<file path="src/rtl/event_tx_encoder_pkg.sv">
// Shared UART link constants: event character codes, event vector layout, selector states.
// Also used by the receive-side comparator, so codes live here rather than in the encoder.
package event_tx_encoder_pkg;

    localparam logic [7:0] CHAR_LOST  = 8'h4C;
    localparam logic [7:0] CHAR_HIT   = 8'h48;
    localparam logic [7:0] CHAR_READY = 8'h52;

    localparam int unsigned EV_W     = 3;
    localparam int unsigned EV_LOST  = 2;
    localparam int unsigned EV_HIT   = 1;
    localparam int unsigned EV_READY = 0;

    localparam int unsigned    IDX_W      = 4;
    localparam logic [IDX_W-1:0] FRAME_LAST = 4'd9;

    typedef enum logic [1:0] {
        SEL_IDLE = 2'd0,
        SEL_LOAD = 2'd1,
        SEL_SEND = 2'd2
    } sel_state_e;

    // Highest-priority pending event's character: lost > hit > ready.
    function automatic logic [7:0] char_for(input logic [EV_W-1:0] pend);
        if (pend[EV_LOST])     return CHAR_LOST;
        else if (pend[EV_HIT]) return CHAR_HIT;
        else                   return CHAR_READY;
    endfunction

    // Flags consumed when loading; a lost frame supersedes hit and ready.
    function automatic logic [EV_W-1:0] clear_mask(input logic [EV_W-1:0] pend);
        if (pend[EV_LOST])     return 3'b111;
        else if (pend[EV_HIT]) return 3'b010;
        else if (pend[EV_READY]) return 3'b001;
        else                   return 3'b000;
    endfunction

endpackage

</file>
<file path="src/rtl/event_tx_encoder_uart_tx_core.sv">
// 8N1 UART serializer: latches a byte on start, shifts start/data(LSB first)/stop,
// each bit DIV clocks; busy spans the whole frame, done_tick marks its final cycle.
module uart_tx_core
    import event_tx_encoder_pkg::*;
#(
    parameter int unsigned DIV = 10
) (
    input  logic       clk,
    input  logic       rst,
    input  logic [7:0] data,
    input  logic       start,
    output logic       tx,
    output logic       busy,
    output logic       done_tick
);

    localparam int unsigned      CNT_W    = (DIV > 1) ? $clog2(DIV) : 1;
    localparam logic [CNT_W-1:0] CNT_LAST = CNT_W'(DIV - 1);

    logic [CNT_W-1:0] cnt, cnt_n;
    logic [IDX_W-1:0] idx, idx_n;
    logic [7:0]       data_q, data_n;
    logic             tx_n, busy_n, done_n;

    always_ff @(posedge clk or negedge rst) begin
        if (!rst) begin
            cnt       <= '0;
            idx       <= '0;
            data_q    <= '0;
            tx        <= 1'b1;
            busy      <= 1'b0;
            done_tick <= 1'b0;
        end else begin
            cnt       <= cnt_n;
            idx       <= idx_n;
            data_q    <= data_n;
            tx        <= tx_n;
            busy      <= busy_n;
            done_tick <= done_n;
        end
    end

    // Next bit timing; done is computed from next state so it lands on the last stop-bit cycle.
    always_comb begin
        cnt_n  = cnt;
        idx_n  = idx;
        data_n = data_q;
        tx_n   = tx;
        busy_n = busy;
        if (busy) begin
            if (cnt == CNT_LAST) begin
                cnt_n = '0;
                if (idx == FRAME_LAST) begin
                    busy_n = 1'b0;
                    tx_n   = 1'b1;
                end else begin
                    idx_n = idx + 4'd1;
                    tx_n  = (idx_n == FRAME_LAST) ? 1'b1 : data_q[3'(idx_n - 4'd1)];
                end
            end else begin
                cnt_n = cnt + CNT_W'(1);
            end
        end else if (start) begin
            busy_n = 1'b1;
            tx_n   = 1'b0;
            cnt_n  = '0;
            idx_n  = '0;
            data_n = data;
        end
        done_n = busy_n && (idx_n == FRAME_LAST) && (cnt_n == CNT_LAST);
    end

endmodule

</file>
<file path="src/rtl/event_tx_encoder.sv">
// Game-event link transmitter: edge-detects local events, queues one pending request
// per event type, and sends the highest-priority character over an 8N1 UART.
module event_tx_encoder
    import event_tx_encoder_pkg::*;
#(
    parameter int unsigned CLK_HZ = 65_000_000,
    parameter int unsigned BAUD   = 9600
) (
    input  logic clk,
    input  logic rst,
    input  logic multiplayer,
    input  logic player_ready,
    input  logic player_hit,
    input  logic game_over,
    output logic tx,
    output logic tx_busy,
    output logic tx_done_tick
);

    localparam int unsigned DIV = CLK_HZ / BAUD;

    logic [EV_W-1:0] ev_cur, ev_prev, pend, pend_n, rise_c, clr_c;
    sel_state_e      state, state_n;
    logic            start_c;
    logic [7:0]      char_c;

    always_ff @(posedge clk or negedge rst) begin
        if (!rst) begin
            ev_cur  <= '0;
            ev_prev <= '0;
            pend    <= '0;
            state   <= SEL_IDLE;
        end else begin
            ev_cur  <= {game_over, player_hit, player_ready};
            ev_prev <= ev_cur;
            pend    <= pend_n;
            state   <= state_n;
        end
    end

    assign rise_c = ev_cur & ~ev_prev;

    // Selector: pick a character when the serializer is free; new edges re-arm after the clear.
    always_comb begin
        state_n = state;
        start_c = 1'b0;
        clr_c   = '0;
        char_c  = char_for(pend);
        case (state)
            SEL_IDLE: begin
                if ((pend != '0) && !tx_busy) state_n = SEL_LOAD;
            end
            SEL_LOAD: begin
                if (pend != '0) begin
                    start_c = 1'b1;
                    clr_c   = clear_mask(pend);
                    state_n = SEL_SEND;
                end else begin
                    // Link disabled between selection and load: nothing left to send.
                    state_n = SEL_IDLE;
                end
            end
            SEL_SEND: begin
                if (tx_done_tick) state_n = SEL_IDLE;
            end
            default: state_n = SEL_IDLE;
        endcase
        pend_n = multiplayer ? ((pend & ~clr_c) | rise_c) : '0;
    end

    uart_tx_core #(.DIV(DIV)) u_tx (
        .clk       (clk),
        .rst       (rst),
        .data      (char_c),
        .start     (start_c),
        .tx        (tx),
        .busy      (tx_busy),
        .done_tick (tx_done_tick)
    );

endmodule

</file>
<file path="config.mk">
export PLATFORM = sky130hd
export DESIGN_NAME = event_tx_encoder
export DESIGN_NICKNAME = d
export VERILOG_FILES = /design/src/rtl/event_tx_encoder_pkg.sv /design/src/rtl/event_tx_encoder_uart_tx_core.sv /design/src/rtl/event_tx_encoder.sv
export SDC_FILE = /design/constraint.sdc
export NUM_CORES = 1
export LEC_CHECK = 0
export CAP_MARGIN = 40
export CORE_MARGIN = 4
export CORE_UTILIZATION = 50
export CTS_BUF_LIST = sky130_fd_sc_hd__clkbuf_8
export DETAILED_ROUTE_END_ITERATION = 16
export PLACE_DENSITY = 0.68
export SYNTH_ARGS = -nofsm -noshare
export SYNTH_HDL_FRONTEND = slang
export SYNTH_SLANG_ARGS = --single-unit
</file>
<file path="constraint.sdc">
create_clock -name clk -period 4.15 [get_ports clk]
set_input_delay 0.83 -clock clk [delete_from_list [all_inputs] [get_ports clk]]
set_output_delay 0.83 -clock clk [all_outputs]
set_load 0.02 [all_outputs]
</file>
==> results by group, run 1 <==
Status
  • Status: finished, final reports clean

Clocking
  • CTS tree: built
  • Skew-Pair Late Insertion Delay: 280 ps
  • H-tree levels: 2
  • Setup Buffers After CTS: 0
  • Post-CTS Resized: 0
  • Inserted Clock Buffers: 5
  • CTS Sinks: 35
  • Hold buffers post-CTS: 0
  • Clock Path Buffers: 2
  • Clock transition at path regs: approximately 60 ps
  • Root Driver: clkbuf_8

Cells and area
  • # diodes: 0
  • Share of layout cells above drive strength 1: about 6%
  • Register area: between 800 and 900 um2
  • Multi-input gate area: 906 um2
  • Final #Nets: roughly 220
  • P&R area growth vs syn: 11.4%
  • FILL cells: 311

Worst hold path
  • Hold Path Origin: ev_cur[1]$_DFF_PN0_
  • Hold Crit Depth: 0
  • Worst Hold Class: reg -> reg
  • Hold endpoint: ev_prev[1]$_DFF_PN0_

Setup path
  • CP cell instances: or3_1 > a21oi_1 > o31a_1 > o211ai_1 > nor4b_1 > and4_1
  • Crit Path Class: reg -> reg
  • Reg-to-Reg End: u_tx.done_tick$_DFF_PN0_
  • CP arrival: about 2800 ps
  • CP startpoint kind: flop
  • CP peak stage delay: a little under 800 ps
  • R2r startpoint: pend[2]$_DFF_PN0_
  • Largest fanout on the critical path: 13
  • Critical Path RT: between 4000 and 5000 ps
  • R2R depth: 6
  • Crit-path slowest cell: a21oi_1
  • Worst R2R Setup Slack: 1570 ps
  • Worst Setup End Kind: flop

Power and ir drop
  • PwrDens: 395 nW/um2
  • Max VDD drop: ~0.3 mV
  • Leakage Power: about 0.00084 uW

Detailed routing
  • Drt wl/cell: between 15 and 20 um
  • Post-DRT Antenna Nets: 0
  • Routed Wire Length: slightly below 4000 um
  • Drt first-iter violations: between 150 and 200
  • Vias per cell: ~6.1
  • DRT Pass-1 Iters: 4
  • Total number of vias: about 1.5k
  • Residual DRC: 0

Yosys
  • Area contributors post-synth: dfrtp_1, o21ai_0, ha_1
  • Primary FF master, synth: dfrtp_1
  • Count of different cell masters after synthesis: 40
  • Post-synth net total: roughly 210
  • Seq cells post-synth: 35
  • YS warnings: 0
  • Async SR Flop Fraction: 100%
  • Register area share after synthesis: between 40% and 50%
  • Syn Std Cell Area: around 1800 um2
  • Mapped Cells: 195
  • Mean Syn Cell Area: between 9 and 10 um2
  • Post-synth EDFFs: 0
  • Largest area contributor in the netlist: dfrtp_1
  • Share of the synthesized area in the top cell type: a little under half

Die
  • Die ar.: 4710 um2
  • Die width: around 69 um
  • Io pins: 9
  • Die height: around 69 um
  • Placement Rows: 21
  • Initial core utilization: 53.4%
  • Core Area: 3440 um2

Global routing
  • Total GRT Usage: roughly a fifth
  • Wire length of the first global-routing pass: between 6000 and 7000 um
  • Largest net degree at the start of global routing: 36
  • Initial antenna violation count: 0
  • Number of global-route vias before repair: ~1.6k
  • Grt ovf: 0

Place
  • Port buffer count: 8
  • Setup Slack @ Placement: around 1600 ps
  • Gpl congestion: 0.908
  • DP Wirelength: around 2800 um

Timing
  • Final Hold Viols: 0
  • Fmax: 0.388 GHz
  • Setup Total Neg Slack: 0 ps
  • Final worst-path setup slack: approximately 1600 ps
  • Fin crit share: 62.1%
  • Final setup vio count: 0
  • Final max-slew violation count: 0
  • Final min period: ~2600 ps
  • Clock Skews: around 5.5 ps
  • Worst Tran Pin Value: approximately 960 ps
  • RSZ-0062 raised after global routing: false
  • Rel. slew slack: 36.0%

Run
  • Number of max-cap violations: 0
[how the worst max path moves through the flow]
stage                                      from                       end  slack (ps)  cells after the start
final                         pend[2]$_DFF_PN0_  u_tx.done_tick$_DFF_PN0_        1570                      6
after global placement    u_tx.cnt[3]$_DFF_PN0_  u_tx.done_tick$_DFF_PN0_        1710                      5
after detailed placement      pend[2]$_DFF_PN0_  u_tx.done_tick$_DFF_PN0_        1610                      6
after floorplan           u_tx.cnt[3]$_DFF_PN0_  u_tx.done_tick$_DFF_PN0_        1800                      6
after CTS                     pend[2]$_DFF_PN0_  u_tx.done_tick$_DFF_PN0_        1600                      6
after global routing          pend[2]$_DFF_PN0_  u_tx.done_tick$_DFF_PN0_        1410                      6
[critical path: cells and delay by family (launching register included)]
| kind | cells | cell delay, ps |
|---|---|---|
| AO/OA/AOI/OAI | 3 | 1140 |
| flip-flops | 1 | 420 |
| AND/OR/NAND/NOR | 3 | 960 |
[cell families after synthesis]
family	count (synthesis)	synth area share, %
XOR/XNOR	7	3.34
buffers and inverters	14	2.93
AND/OR/NAND/NOR	82	24.4
adder cells (fa/ha/maj)	6	4.09
AO/OA/AOI/OAI	48	15.9
multiplexers	3	1.63
flip-flops	35	47.8
[cells in the mapped netlist (4+ instances only)]
| cell | count |
|---|---|
| nor3_1 | 6 |
| nand2_1 | 18 |
| nand3_1 | 8 |
| clkbuf_1 | 6 |
| nor2_1 | 11 |
| inv_1 | 6 |
| nand4_1 | 6 |
| o21ai_0 | 21 |
| a21oi_1 | 6 |
| o31ai_1 | 5 |
| dfrtp_1 | 34 |
| nor2b_1 | 7 |
| xor2_1 | 4 |
| o211ai_1 | 5 |
| ha_1 | 6 |
| nand2b_1 | 7 |
[report_power, final]
part | internal, uW | switching (uW) | total, uW
Sequential | 381 | 61.0 | 442
Clock | 130 | 107 | 237
Combinational | 58.9 | 68.8 | 128
Total | 570 | 237 | 807
[registers in the layout, indices dropped and copies added, names as in the netlist]
register        cells
u_tx.done_tick      1
u_tx.tx             1
u_tx.cnt           13
u_tx.idx            4
u_tx.busy           1
state               2
pend                3
ev_prev             3
u_tx.data_q         4
ev_cur              3
[cell type report]
class	instances	area share, %
tap	46	2.81
multi-input combinational	146	44.3
inverter	6	1.10
clock buffer	6	4.04
timing repair buffer	10	4.65
clock inverter	1	0.245
sequential	35	42.9
[stage by stage]
step	cell area, um2	hold WS (ps)	util (%)	total power (uW)	std cells
2_1_floorplan	1840	347	-	527	195
3_3_place_gp	1960	350	56.9	566	243
3_5_place_dp	1960	362	56.9	571	243
4_1_cts	2050	377	59.4	813	250
5_1_grt	2050	388	59.4	859	250
6_report	2050	374	59.4	807	250
[routing by layer]
metal	vias to the layer above	share of wire, %	track usage, %
li1	720	-	-
met1	739	44	24.7
met2	60	48	32.5
met3	8	6.5	4.86
met4	0	1.5	8.44
met5	-	0	0
[cell usage in the layout (no fill, tap or decap), types with 2 or more instances in the layout]
cell type	n
dfrtp_1	34
o21ai_0	21
nand2_1	18
nor2_1	11
nand3_1	8
clkdlybuf4s50_1	8
nor2b_1	7
nand2b_1	7
inv_1	6
a21oi_1	6
nand4_1	6
nor3_1	6
ha_1	6
clkbuf_8	6
o31ai_1	5
o211ai_1	5
xor2_1	4
nor4_1	3
or4_1	3
mux2i_1	3
xnor2_1	3
a31oi_1	3
and3_1	3
or3_1	2
a211oi_1	2
nor4b_1	2
buf_4	2
Note: power is estimated with default switching activity, not from simulation.
==> inputs of run 2 (changes only) <==
--- a/config.mk
+++ b/config.mk
@@ -10,7 +10,7 @@
 export CORE_UTILIZATION = 50
 export CTS_BUF_LIST = sky130_fd_sc_hd__clkbuf_8
 export DETAILED_ROUTE_END_ITERATION = 16
-export PLACE_DENSITY = 0.68
+export PLACE_DENSITY = 0.71
 export SYNTH_ARGS = -nofsm -noshare
 export SYNTH_HDL_FRONTEND = slang
 export SYNTH_SLANG_ARGS = --single-unit
==> constraint.sdc (replaced) <==
create_clock -name clk -period 2.2 [get_ports clk]
set_input_delay 0.44 -clock clk [delete_from_list [all_inputs] [get_ports clk]]
set_output_delay 0.44 -clock clk [all_outputs]
set_load 0.02 [all_outputs]
==> run 2 against run 1 <==
  * Critical path depth down 1
  * Hold slack got worse by 15 ps
  * Sequential power up 80%
  * Count of clock-buffer cells in the layout grew 1
  * Setup slack lost 1700 ps
  * Cell area is 8.0% higher
  * Final cell count increased by 8.0%
  * The run now ends with setup timing left
  * Maximum frequency grew 13%
  * First-iteration DRC count is 13% lower
  * Largest power group unchanged
  * Combinational power increased to 2.6 times the previous value
  * Clock power increased by 110%
  * Routed wire length increased by 2.8%
==> results by group, run 2 (synthesized netlist as in run 1, its figures left out) <==
Status
  • Status: finished with violations
  • Failing checks: setup timing

Timing
  • Final min period: about 2300 ps
  • Fin crit share: 104%
  • RSZ-0062 raised after global routing: true
  • Final max-slew violation count: 0
  • Final worst-path setup slack: -86.4 ps
  • Fmax: approximately 0.44 GHz
  • Final Hold Viols: 0
  • Final setup vio count: 1
  • Rel. slew slack: ~64%
  • Worst Tran Pin Value: around 530 ps
  • Clock Skews: a little over 8 ps
  • Fin Hold WS: roughly 360 ps

Clocking
  • Skew-Pair Late Insertion Delay: 290 ps
  • Hold buffers post-CTS: 0
  • CTS tree: built
  • Clock transition at path regs: roughly 70 ps
  • Clock Path Buffers: 2
  • Inserted Clock Buffers: 5
  • CTS Sinks: 35
  • H-tree levels: 2
  • Root Driver: clkbuf_8
  • Setup Buffers After CTS: 0

Detailed routing
  • Vias per cell: 5.88
  • Drt first-iter violations: roughly 170
  • Total number of vias: around 1.6k
  • Drt wl/cell: around 15 um
  • DRT Pass-1 Iters: 4
  • Routed Wire Length: 4070 um
  • Post-DRT Antenna Nets: 0
  • Residual DRC: 0

Die
  • Io pins: 9
  • Placement Rows: 21
  • Initial core utilization: a little over half
  • Die ar.: about 4700 um2
  • Core Area: about 3400 um2
  • Die width: between 60 and 70 um
  • Die height: between 60 and 70 um

Place
  • Setup Slack @ Placement: -27.3 ps
  • DP Cell Count: ~260
  • DP Wirelength: around 3000 um
  • Gpl congestion: roughly 0.85
  • Port buffer count: 8
  • DP Area: about 2100 um2

Setup path
  • CP arrival: around 2500 ps
  • Crit Path Class: reg -> reg
  • Largest fanout on the critical path: 4
  • Critical Path RT: around 2400 ps
  • Worst Setup End Kind: flop
  • CP startpoint kind: flop

Cells and area
  • Leading cell types in the layout, fill and taps excluded: dfrtp_1, o21ai_0, buf_4, nand2_1, nor2_1
  • Commonest non-fill, non-tap cell in the layout: dfrtp_1
  • Largest regs: u_tx.cnt x13, u_tx.data_q x4, u_tx.idx x4
  • Design area: between 2000 and 2500 um2
  • Fin cells: 270
  • Register area: 877 um2
  • P&R area growth vs syn: 20.3%
  • FILL cells: roughly 270
  • Max FFs per register: 13
  • Multi-input gate area: slightly above 900 um2
  • Share of layout cells above drive strength 1: ~15%
  • Biggest register: u_tx.cnt
  • Final #Nets: roughly 240
  • # diodes: 0

Run
  • Number of max-cap violations: 0

Global routing
  • Total GRT Usage: 20.6%
  • Largest net degree at the start of global routing: 36
  • Initial antenna violation count: 0
  • Grt ovf: 0
  • Number of global-route vias before repair: around 1.6k
  • Wire length of the first global-routing pass: roughly 7300 um

Worst hold path
  • Worst Hold Class: reg -> reg

Power and ir drop
  • PwrDens: ~740 nW/um2
  • Total power draw: roughly 1600 uW
  • Max VDD drop: roughly 0.5 mV
  • Leakage Power: approximately 0.00095 uW
-- run 2: cell type report --
class / count / area share [%]
clock buffer: 7 / 4.36
clock inverter: 1 / 0.170
inverter: 6 / 1.02
multi-input combinational: 146 / 41.4
sequential: 35 / 39.7
tap: 46 / 2.60
timing repair buffer: 29 / 10.8
-- run 2: metrics by stage --
stage	TNS (ps)	utilization, %
after floorplan	-95.8	-
after global placement	0	61.0
after detailed placement	-27.3	61.0
after CTS	-28.2	64.0
after global routing	-145	64.2
final	-86.4	64.2
-- run 2: final timing paths --
path	from	to	slack (ps)	cells past startpoint
setup / recovery	u_tx.cnt[7]$_DFF_PN0_	u_tx.done_tick$_DFF_PN0_	-90	5
setup reg to reg	u_tx.cnt[7]$_DFF_PN0_	u_tx.done_tick$_DFF_PN0_	-90	5
min in group asynchronous	rst	u_tx.cnt[8]$_DFF_PN0_	550	2
hold / removal	ev_cur[1]$_DFF_PN0_	ev_prev[1]$_DFF_PN0_	360	0
hold reg to reg	ev_cur[1]$_DFF_PN0_	ev_prev[1]$_DFF_PN0_	360	0
max in group asynchronous	rst	u_tx.tx$_DFFE_PN1P_	1310	2
-- run 2: timing repair --
| item | CTS | global route |
|---|---|---|
| hold endpoints to repair | 0 | 0 |
| endpoints found under the setup margin | 1 | 1 |
| pin swaps | 0 | 1 |
| gates resized for setup | 1 | 1 |
-- run 2: report_power, final --
part	switching, uW	leakage (uW)	total [uW]	internal, uW
logic	184	0.000454	339	155
clock network	225	0.0000557	506	281
registers	78.5	0.000442	797	719
total	487	0.000951	1640	1160
-- run 2: layer usage --
| layer | wire length [um] | global-route usage, % | vias up | share of wire [%] |
|---|---|---|---|---|
| li1 | - | - | 762 | - |
| met1 | 1780 | 26.4 | 765 | 44 |
| met2 | 2000 | 33.8 | 51 | 49 |
| met3 | 216 | 4.54 | 9 | 5.3 |
| met4 | 75 | 7.44 | 0 | 1.8 |
| met5 | 0 | 0 | - | 0 |
-- run 2: critical path, cell delays in order (launching register included) --
cell	delay [ps]
dfrtp_1	380
or4_4	580
or4_4	500
or3_1	320
a211oi_1	220
and4_1	220
==> inputs of run 3 (changes only) <==
--- a/config.mk
+++ b/config.mk
@@ -5,6 +5,7 @@
 export SDC_FILE = /design/constraint.sdc
 export NUM_CORES = 1
 export LEC_CHECK = 0
+export ABC_CLOCK_PERIOD_IN_PS = 2200
 export CAP_MARGIN = 40
 export CORE_MARGIN = 4
 export CORE_UTILIZATION = 50
==> results of run 3 <==
Same layout as run 2: the final DEF is identical, and so are final timing and power.
